## config.mk

```make
export PLATFORM = sky130hd
export DESIGN_NAME = spi_slave
export DESIGN_NICKNAME = d
export VERILOG_FILES = /design/src/rtl/spi_pkg.sv /design/src/rtl/spi_sync.sv /design/src/rtl/spi_slave.sv
export SDC_FILE = /design/constraint.sdc
export NUM_CORES = 1
export LEC_CHECK = 0
export CAP_MARGIN = 20
export CORE_UTILIZATION = 60
export CTS_CLUSTER_DIAMETER = 150
export CTS_CLUSTER_SIZE = 10
export DETAILED_ROUTE_END_ITERATION = 8
export HOLD_SLACK_MARGIN = 0.05
export PLACE_DENSITY = 0.93
export SYNTH_ARGS = -nofsm -noshare
export SYNTH_HDL_FRONTEND = slang
export SYNTH_SLANG_ARGS = --single-unit
```

## constraint.sdc

```tcl
create_clock -name clk -period 4.67 [get_ports clk]
set_input_delay 0.467 -clock clk [delete_from_list [all_inputs] [get_ports clk]]
set_output_delay 0.467 -clock clk [all_outputs]
set_load 0.02 [all_outputs]
```

## src/rtl/spi_pkg.sv

```systemverilog
// Shared definitions for the SPI slave: FSM state encodings and clock-edge selection.
package spi_pkg;

   localparam logic ST_IDLE   = 1'b0;
   localparam logic ST_ACTIVE = 1'b1;

   // 1: sample on sck rising edge, shift on falling; 0: the other way round.
   function automatic logic spi_sample_rise(input logic cpol, input logic cpha);
      return ~(cpol ^ cpha);
   endfunction

endpackage

```

## src/rtl/spi_sync.sv

```systemverilog
// Two-flop synchronizer with rise/fall detect; edges appear 2 clk after the pin and act on the 3rd.
module spi_sync #(
   parameter logic P_RST = 1'b0
) (
   input  logic clk,
   input  logic rst_n,
   input  logic i_async,
   output logic o_sync,
   output logic o_rise,
   output logic o_fall
);

   logic r_meta;
   logic r_sync;
   logic r_prev;

   always_ff @(posedge clk or negedge rst_n) begin
      if (!rst_n) begin
         r_meta <= P_RST;
         r_sync <= P_RST;
         r_prev <= P_RST;
      end else begin
         r_meta <= i_async;
         r_sync <= r_meta;
         r_prev <= r_sync;
      end
   end

   assign o_sync = r_sync;
   assign o_rise = r_sync & ~r_prev;
   assign o_fall = ~r_sync & r_prev;

endmodule

```

## src/rtl/spi_slave.sv

```systemverilog
// Oversampled SPI slave, all CPOL/CPHA modes, 1..32-bit words, AXI-Stream on both sides.
// Pin-to-action 3 clk; one-word TX holding register; RX word kept and new one dropped on overrun.
module spi_slave
   import spi_pkg::*;
(
   input  logic        clk,
   input  logic        rst_n,
   input  logic        cpol,
   input  logic        cpha,
   input  logic [5:0]  width,
   input  logic        cs,
   input  logic        sck,
   input  logic        mosi,
   output logic        miso,
   input  logic [31:0] s_axis_tdata,
   input  logic        s_axis_tvalid,
   output logic        s_axis_tready,
   output logic [31:0] m_axis_tdata,
   output logic        m_axis_tvalid,
   input  logic        m_axis_tready,
   output logic        overrun,
   output logic        underrun
);

   logic        w_cs_rise, w_cs_fall, w_unused_cs_lvl;
   logic        w_sck_rise, w_sck_fall, w_unused_sck_lvl;
   logic        w_mosi, w_unused_mosi_rise, w_unused_mosi_fall;

   logic        r_state, w_state_nxt, w_active;
   logic [4:0]  r_bit_cnt;
   logic [30:0] r_rx_sh;
   logic [31:0] r_tx_sh, r_hold_dat, r_m_dat;
   logic        r_hold_vld, r_tx_pend, r_m_vld, r_overrun, r_underrun;

   logic [5:0]  w_w;
   logic [4:0]  w_last;
   logic [31:0] w_mask, w_rx_word;
   logic        w_samp_rise, w_enter, w_abort, w_sample, w_shift, w_load, w_wrap, w_s_fire;

   spi_sync #(.P_RST(1'b1)) u_cs_sync (
      .clk(clk), .rst_n(rst_n), .i_async(cs),
      .o_sync(w_unused_cs_lvl), .o_rise(w_cs_rise), .o_fall(w_cs_fall)
   );

   spi_sync #(.P_RST(1'b0)) u_sck_sync (
      .clk(clk), .rst_n(rst_n), .i_async(sck),
      .o_sync(w_unused_sck_lvl), .o_rise(w_sck_rise), .o_fall(w_sck_fall)
   );

   spi_sync #(.P_RST(1'b0)) u_mosi_sync (
      .clk(clk), .rst_n(rst_n), .i_async(mosi),
      .o_sync(w_mosi), .o_rise(w_unused_mosi_rise), .o_fall(w_unused_mosi_fall)
   );

   always_ff @(posedge clk or negedge rst_n) begin
      if (!rst_n) r_state <= ST_IDLE;
      else        r_state <= w_state_nxt;
   end

   always_comb begin
      w_state_nxt = r_state;
      case (r_state)
         ST_IDLE: if (w_cs_fall) w_state_nxt = ST_ACTIVE;
         default: if (w_cs_rise) w_state_nxt = ST_IDLE;
      endcase
   end

   always_comb begin
      w_active = (r_state == ST_ACTIVE);
   end

   // Width 0 (and anything out of range) means a full 32-bit word.
   assign w_w         = (width == 6'd0 || width > 6'd32) ? 6'd32 : width;
   assign w_last      = w_w[4:0] - 5'd1;
   assign w_mask      = 32'hFFFF_FFFF >> (6'd32 - w_w);
   assign w_samp_rise = spi_sample_rise(cpol, cpha);

   assign w_enter  = ~w_active & w_cs_fall;
   assign w_abort  = w_active & w_cs_rise;
   assign w_sample = w_active & ~w_cs_rise & (w_samp_rise ? w_sck_rise : w_sck_fall);
   assign w_shift  = w_active & ~w_cs_rise & (w_samp_rise ? w_sck_fall : w_sck_rise);
   assign w_load   = (w_enter & ~cpha) | (w_shift & (r_bit_cnt == 5'd0));
   assign w_wrap   = w_sample & (r_bit_cnt == w_last);
   assign w_s_fire = s_axis_tvalid & ~r_hold_vld;
   assign w_rx_word = {r_rx_sh, w_mosi} & w_mask;

   always_ff @(posedge clk or negedge rst_n) begin
      if (!rst_n)                 r_bit_cnt <= 5'd0;
      else if (w_enter | w_abort) r_bit_cnt <= 5'd0;
      else if (w_sample)          r_bit_cnt <= w_wrap ? 5'd0 : r_bit_cnt + 5'd1;
   end

   // The holding word stays claimed until its first bit is actually sampled by the master.
   always_ff @(posedge clk or negedge rst_n) begin
      if (!rst_n) begin
         r_hold_vld <= 1'b0;
         r_hold_dat <= 32'd0;
         r_tx_pend  <= 1'b0;
         r_tx_sh    <= 32'd0;
         r_underrun <= 1'b0;
      end else begin
         r_underrun <= 1'b0;
         if (w_s_fire) begin
            r_hold_vld <= 1'b1;
            r_hold_dat <= s_axis_tdata;
         end else if (w_sample & r_tx_pend) begin
            r_hold_vld <= 1'b0;
         end
         if (w_abort)       r_tx_pend <= 1'b0;
         else if (w_load)   r_tx_pend <= r_hold_vld;
         else if (w_sample) r_tx_pend <= 1'b0;
         if (w_abort) begin
            r_tx_sh <= 32'd0;
         end else if (w_load) begin
            r_tx_sh    <= r_hold_vld ? r_hold_dat : 32'd0;
            r_underrun <= ~r_hold_vld;
         end else if (w_shift) begin
            r_tx_sh <= {r_tx_sh[30:0], 1'b0};
         end
      end
   end

   always_ff @(posedge clk or negedge rst_n) begin
      if (!rst_n) begin
         r_rx_sh   <= 31'd0;
         r_m_dat   <= 32'd0;
         r_m_vld   <= 1'b0;
         r_overrun <= 1'b0;
      end else begin
         r_overrun <= 1'b0;
         if (w_enter)       r_rx_sh <= 31'd0;
         else if (w_sample) r_rx_sh <= {r_rx_sh[29:0], w_mosi};
         if (w_wrap) begin
            if (r_m_vld & ~m_axis_tready) begin
               r_overrun <= 1'b1;
            end else begin
               r_m_dat <= w_rx_word;
               r_m_vld <= 1'b1;
            end
         end else if (r_m_vld & m_axis_tready) begin
            r_m_vld <= 1'b0;
         end
      end
   end

   assign miso          = w_active & r_tx_sh[w_last];
   assign s_axis_tready = ~r_hold_vld;
   assign m_axis_tdata  = r_m_dat;
   assign m_axis_tvalid = r_m_vld;
   assign overrun       = r_overrun;
   assign underrun      = r_underrun;

endmodule

```

; ---- After elaboration in Yosys (flattened, before gate mapping)
; Index checks and enable logic that the tools add are counted.
[word_totals]
regBits = 146
input_bits = 47
out_inout_bits = 37
wordCells = 98
[op_classes]
addsub = 3
order_cmp = 2
eq_ne = 2
n_shift = 1
muxes = 29
n_bitwise = 31
n_reduce_logical = 11
[op_table]
columns = cell, n
row1 = 32-bit two-way mux, 4
row2 = 31-bit two-way mux, 2
row3 = 32-bit AND, 1
row4 = "32-bit by 6-bit right shift with 32-bit output, first input constant", 1
row5 = 1-bit two-way mux, 18
row6 = 1-bit AND, 17
row7 = 5-bit two-way mux, 3
row8 = 1-bit NOT, 10
row9 = 2-bit nonzero test, 4
row10 = "6-bit greater-than comparator, second input constant", 1
row11 = 6-bit logical NOT, 1
row12 = "5-bit by 6-bit less-than comparator with 1-bit output, second input constant", 1
row13 = 6-bit two-way mux, 1
row14 = 3-bit nonzero test, 2
row15 = "6-bit subtractor, first input constant", 1
row16 = "5-bit by 1-bit adder with 5-bit output, second input constant", 1
row17 = 1-bit binary-select mux with 5-bit select, 1
row18 = 5-bit equality test, 1
row19 = 5-bit logical NOT, 1
row20 = "5-bit by 1-bit subtractor with 5-bit output, second input constant", 1
row21 = 2-bit AND reduction, 2
row22 = "2-bit inequality test, second input constant", 1
row23 = 1-bit bitwise OR, 2
row24 = 1-bit logical OR, 1
row25 = 1-bit XOR, 1

; ---- Longest topological paths before layout
[logic_depth]
depth_word = 9
depth_mapped = 11
depth_no_buf = 9

; ---- Hierarchy
; A second synthesis with hierarchy kept.
[hier_totals]
hier_cells = 581
hier_area_um2 = 6662.6
[modules_own_cells]
columns = mod, n_inst, cells_each, area_each_um2, seq_area_each_um2
row1 = spi_slave, 1, 566, 6388.6, 3453.3
row2 = spi_sync at u_mosi_sync ..., 2, 5, 90.1, 75.1
row3 = spi_sync at u_cs_sync, 1, 5, 93.8, 78.8

; ---- Worst setup path after synthesis
; No wires, ideal clock.
[synth_path]
kind = input to register
start = input width[0]
end = register r_m_dat[0] (netlist: m_axis_tdata[0])
setup_ns = 0.125
arrival_time_ns = 2.824
t_required_ns = 4.545
slack_ns = 1.721
cell_stages = 11
path_buffers = 2
cell_sequence = nor2b_1 > buf_2 > inv_1 > ha_1 > or4b_1 > o211ai_2 > xnor2_1 > nand4_2 > nor3_4 > buf_6 > mux2_4
[synth_between]
elab_chain_len = 7
word_cells_on_any_way = 11
classes_between = add/sub: 2 / order compare: 1 / eq/ne: 1 / shift: 1 / mux: 1 / bitwise: 2 / reduce/logical: 3
[synth_rtl]
columns = element, line
row1 = from (decl), spi_slave.sv:10  ; input logic [5:0] width,
row2 = 6-bit greater-than comparator / 6-bit logical NOT (equally long branches), spi_slave.sv:73  ; assign w_w = (width == 6'd0 || width > 6'd32) ? 6'd32 : width;
row3 = 1-bit logical OR, spi_slave.sv:73
row4 = 6-bit two-way mux (*), spi_slave.sv:73
row5 = branches (longest 4 deep; another with 6-bit subtractor), --
row6 = to (signal assigned), spi_slave.sv:137  ; r_m_dat <= w_rx_word;
row7 = to (decl), spi_slave.sv:32  ; logic [31:0] r_tx_sh, r_hold_dat, r_m_dat;
; Mark *: on every way between the ends.
; A chain may end at the register's enable or synchronous reset.

; ---- Worst setup path after layout
[layout_path]
start = input width[5]
end = output miso
[layout_between]
elab_chain_len = 7
word_cells_on_any_way = 8
classes_between = add/sub: 1 / order compare: 1 / mux: 3 / bitwise: 1 / reduce/logical: 2
[layout_rtl]
columns = element, line
row1 = 6-bit greater-than comparator / 6-bit logical NOT (equally long branches), spi_slave.sv:73
row2 = 1-bit logical OR (*), spi_slave.sv:73
row3 = 6-bit two-way mux (*), spi_slave.sv:73
row4 = 5-bit by 1-bit subtractor with 5-bit output (*), spi_slave.sv:74  ; assign w_last = w_w[4:0] - 5'd1;
row5 = 1-bit binary-select mux with 5-bit select (*), spi_slave.sv:146  ; assign miso = w_active & r_tx_sh[w_last];
row6 = 1-bit two-way mux (not written as such) (*), spi_slave.sv:146
row7 = 1-bit AND (*), spi_slave.sv:146
row8 = to (decl), spi_slave.sv:14  ; output logic miso,
; Every way passes the cells marked *; elsewhere a longest branch is shown, timed or not. The select of a mux whose other input is x is not followed.

==> impl_metrics.toml <==
[floorplan]
initial_utilization = 0.621
io_pins = 84
die_h_um = 108
fp.dieW_um = 108
core_region_area_um2 = 10900
dieArea_um2 = 11800
rows = 38

[setup_path]
r2r_start = "u_cs_sync.r_prev$_DFF_PN1_"
endpoint_kind = "primary output"
cp_cell_sequence = "clkdlybuf4s50_1 -> nand2b_1 -> ha_1 -> mux4_2 -> nor2b_1 -> a2111oi_0 -> a31oi_1 -> and3_1 -> clkdlybuf4s50_1"
slowest_stage = "clkdlybuf4s50_1"
required_ns = 4.20
r2r_slack_ns = 2.49
crit_type = "in -> out"
cp_slowest_stage_delay_ns = 0.55
r2r-end = "m_axis_tdata[25]$_DFFE_PN0P_"
path_max_fanout = 9
critPathLaunchType = "primary input"
cp_common_cell = "clkdlybuf4s50_1"
reg2reg_depth = 7
arrival_ns = 3.62

[grt]
grt_antenna_before_repair = 0
grt_pass1_vias = 5205
overflow = 0
grt_usage = 0.288
grt_pass1_wl_um = 25600
grt_max_degree = 111

[finish]
syn_to_final_growth_pct = 22.5
n_fill_cell = 686
antennaDiodeCount = 0
final_cell_mix = "dfrtp_1, nand2_1, nand3_1, clkdlybuf4s50_1, o21ai_0"
final_nets = 761
final_common_cell = "dfrtp_1"
drive_gt1_frac = 0.169

[yosys]
avgSynthCellArea_um2 = 10.7
synth_area_leaders = "dfrtp_1, nand3_1, nand2_1"
yosys.area.top_type_share = 0.527
synth-async-reset-ratio = 1.00
syn-num-nets = 689
synth_top_cell_by_area = "dfrtp_1"
yosysUniqueCellTypes = 47
ys_ff_latch = 146
ys_seq_area_frac = 0.538
synth_edf_count = 0
ys.flop_type = "dfrtp_1"
synthCells = 635
syn_area_um2 = 6790
yosys_warnings = 0

[place]
dp_slack_ns = 0.759
dp_hpwl_um = 9870
gp_congestion = 0.859
port_buffers = 83

[timing]
skew_ns = 0.00796
fin_crit_sh = 0.874
rsz0062_at_grt = "no"
finalHoldViolCount = 0
slew_viol_final = 0
fin_setup_tns_ns = 0
min_period_ns = 4.08
setup_slack_ns = 0.588
max_freq_mhz = 245
worst_pin_slew_ns = 0.968
relSlewSlack = 0.354
report.final.setup_viol = 0

[drt]
viasPerCell = 5.95
post_drt_wl_per_cell_um = 17.8
wl_um = 15300
ant_nets = 0
drc_errors = 0
drt_iter0_drc = 303
dr.pass1.iters = 6
num_vias = 5113

[hold_path]
hold_path.class = "in -> async"

[pwr]
ir_drop_v = 0.000357
power.leakage_nw = 3.62
finalPower_mw = 3.91
powerDensity_nw_per_um2 = 470

[cts]
clk_latency_ns = 0.42
cts.sinks = 146
h-tree-depth = 4
cts_tree = "yes"
cts.path.max_buffers = 2
postCtsSetupRepairBufs = 0
path_clk_slew_ns = 0.06
clockRootBuffer = "clkbuf_16"
cts_made_buffers = 17
postCtsHoldBufs = 0
cts_resized = 0

[run]
drv_cap = 0

[outcome]
status = "completed"
[per-stage QoR]
step	instances	util	area, um2	hold slack, ns
after floorplan	635	-	6790	0.171
after global routing	860	0.761	8320	0.258
after detailed placement	825	0.706	7720	0.336
after global placement	825	0.706	7720	0.334
after CTS	857	0.756	8270	0.221
final	860	0.761	8320	0.178
[worst max-delay path, delay by kind of cell]
family,cells,cell delay (ns)
mux,1,0.37
simple gates,3,0.63
compound gates,2,0.54
fa+ha+maj,1,0.53
buf+inv,2,1.08
[synth_stat cells, types with 4 or more instances]
master	instances
clkbuf_1	34
nor2b_1	11
mux2_4	19
ha_1	7
dfrtp_1	143
nand3_1	97
buf_2	5
nor2_1	10
nand2_1	112
a21boi_0	4
mux2i_1	14
nand2b_1	6
nor3_1	6
a32o_1	4
a31oi_1	5
mux4_2	8
o21ai_0	40
inv_1	21
xnor2_1	8
and3_1	8
mux2_2	36
[sequential cells by signal (all words and copies together) (netlist names), 5 cells and up]
name          count
r_tx_sh          32
r_hold_dat       32
r_bit_cnt         5
r_rx_sh          31
m_axis_tdata     32
[metal layers]
| layer | vias up | share of wire | track usage |
|---|---|---|---|
| li1 | 2347 | - | - |
| met1 | 2536 | 0.40 | 0.353 |
| met2 | 188 | 0.52 | 0.493 |
| met3 | 42 | 0.049 | 0.0627 |
| met4 | 0 | 0.032 | 0.122 |
| met5 | - | 0 | 0 |
[cell type report]
class,instances,area (um2),area share
well taps,140,175,0.0210
flip-flops and latches,146,3660,0.439
clock inverters,13,115,0.0138
multi-input cells,425,2900,0.348
repair buffers,96,965,0.116
inverters,21,78.8,0.00947
clock buffers,19,433,0.0520
[worst max-delay path by stage]
stage          startpoint                     endpoint  slack (ns)  depth (start not counted)
2_1_floorplan    width[0]  m_axis_tdata[0]$_DFFE_PN0P_        1.72                         11
3_3_place_gp     width[5]                         miso        0.83                          9
3_5_place_dp     width[5]                         miso        0.76                          9
4_1_cts          width[5]                         miso        0.63                          9
5_1_grt          width[5]                         miso        0.42                          9
6_report         width[5]                         miso        0.59                          9
[cells by family after synthesis]
kind of cell               after synthesis  share of synthesized area
and+or+nand+nor                        260                      0.180
DFF                                    146                      0.538
muxes                                   77                      0.149
AOI/OAI and AO/OA                       71                     0.0659
xor gates and xnor gates                10                     0.0151
adders and majority gates                7                     0.0129
buffers and inverters                   64                     0.0390
[power by group]
part | total [mW] | switching (mW) | leakage (nW) | internal [mW]
sequential | 1.82 | 0.235 | 1.85 | 1.59
combinational | 0.826 | 0.406 | 1.52 | 0.420
clock | 1.26 | 0.531 | 0.247 | 0.730
(Power assumes the default switching activity.)
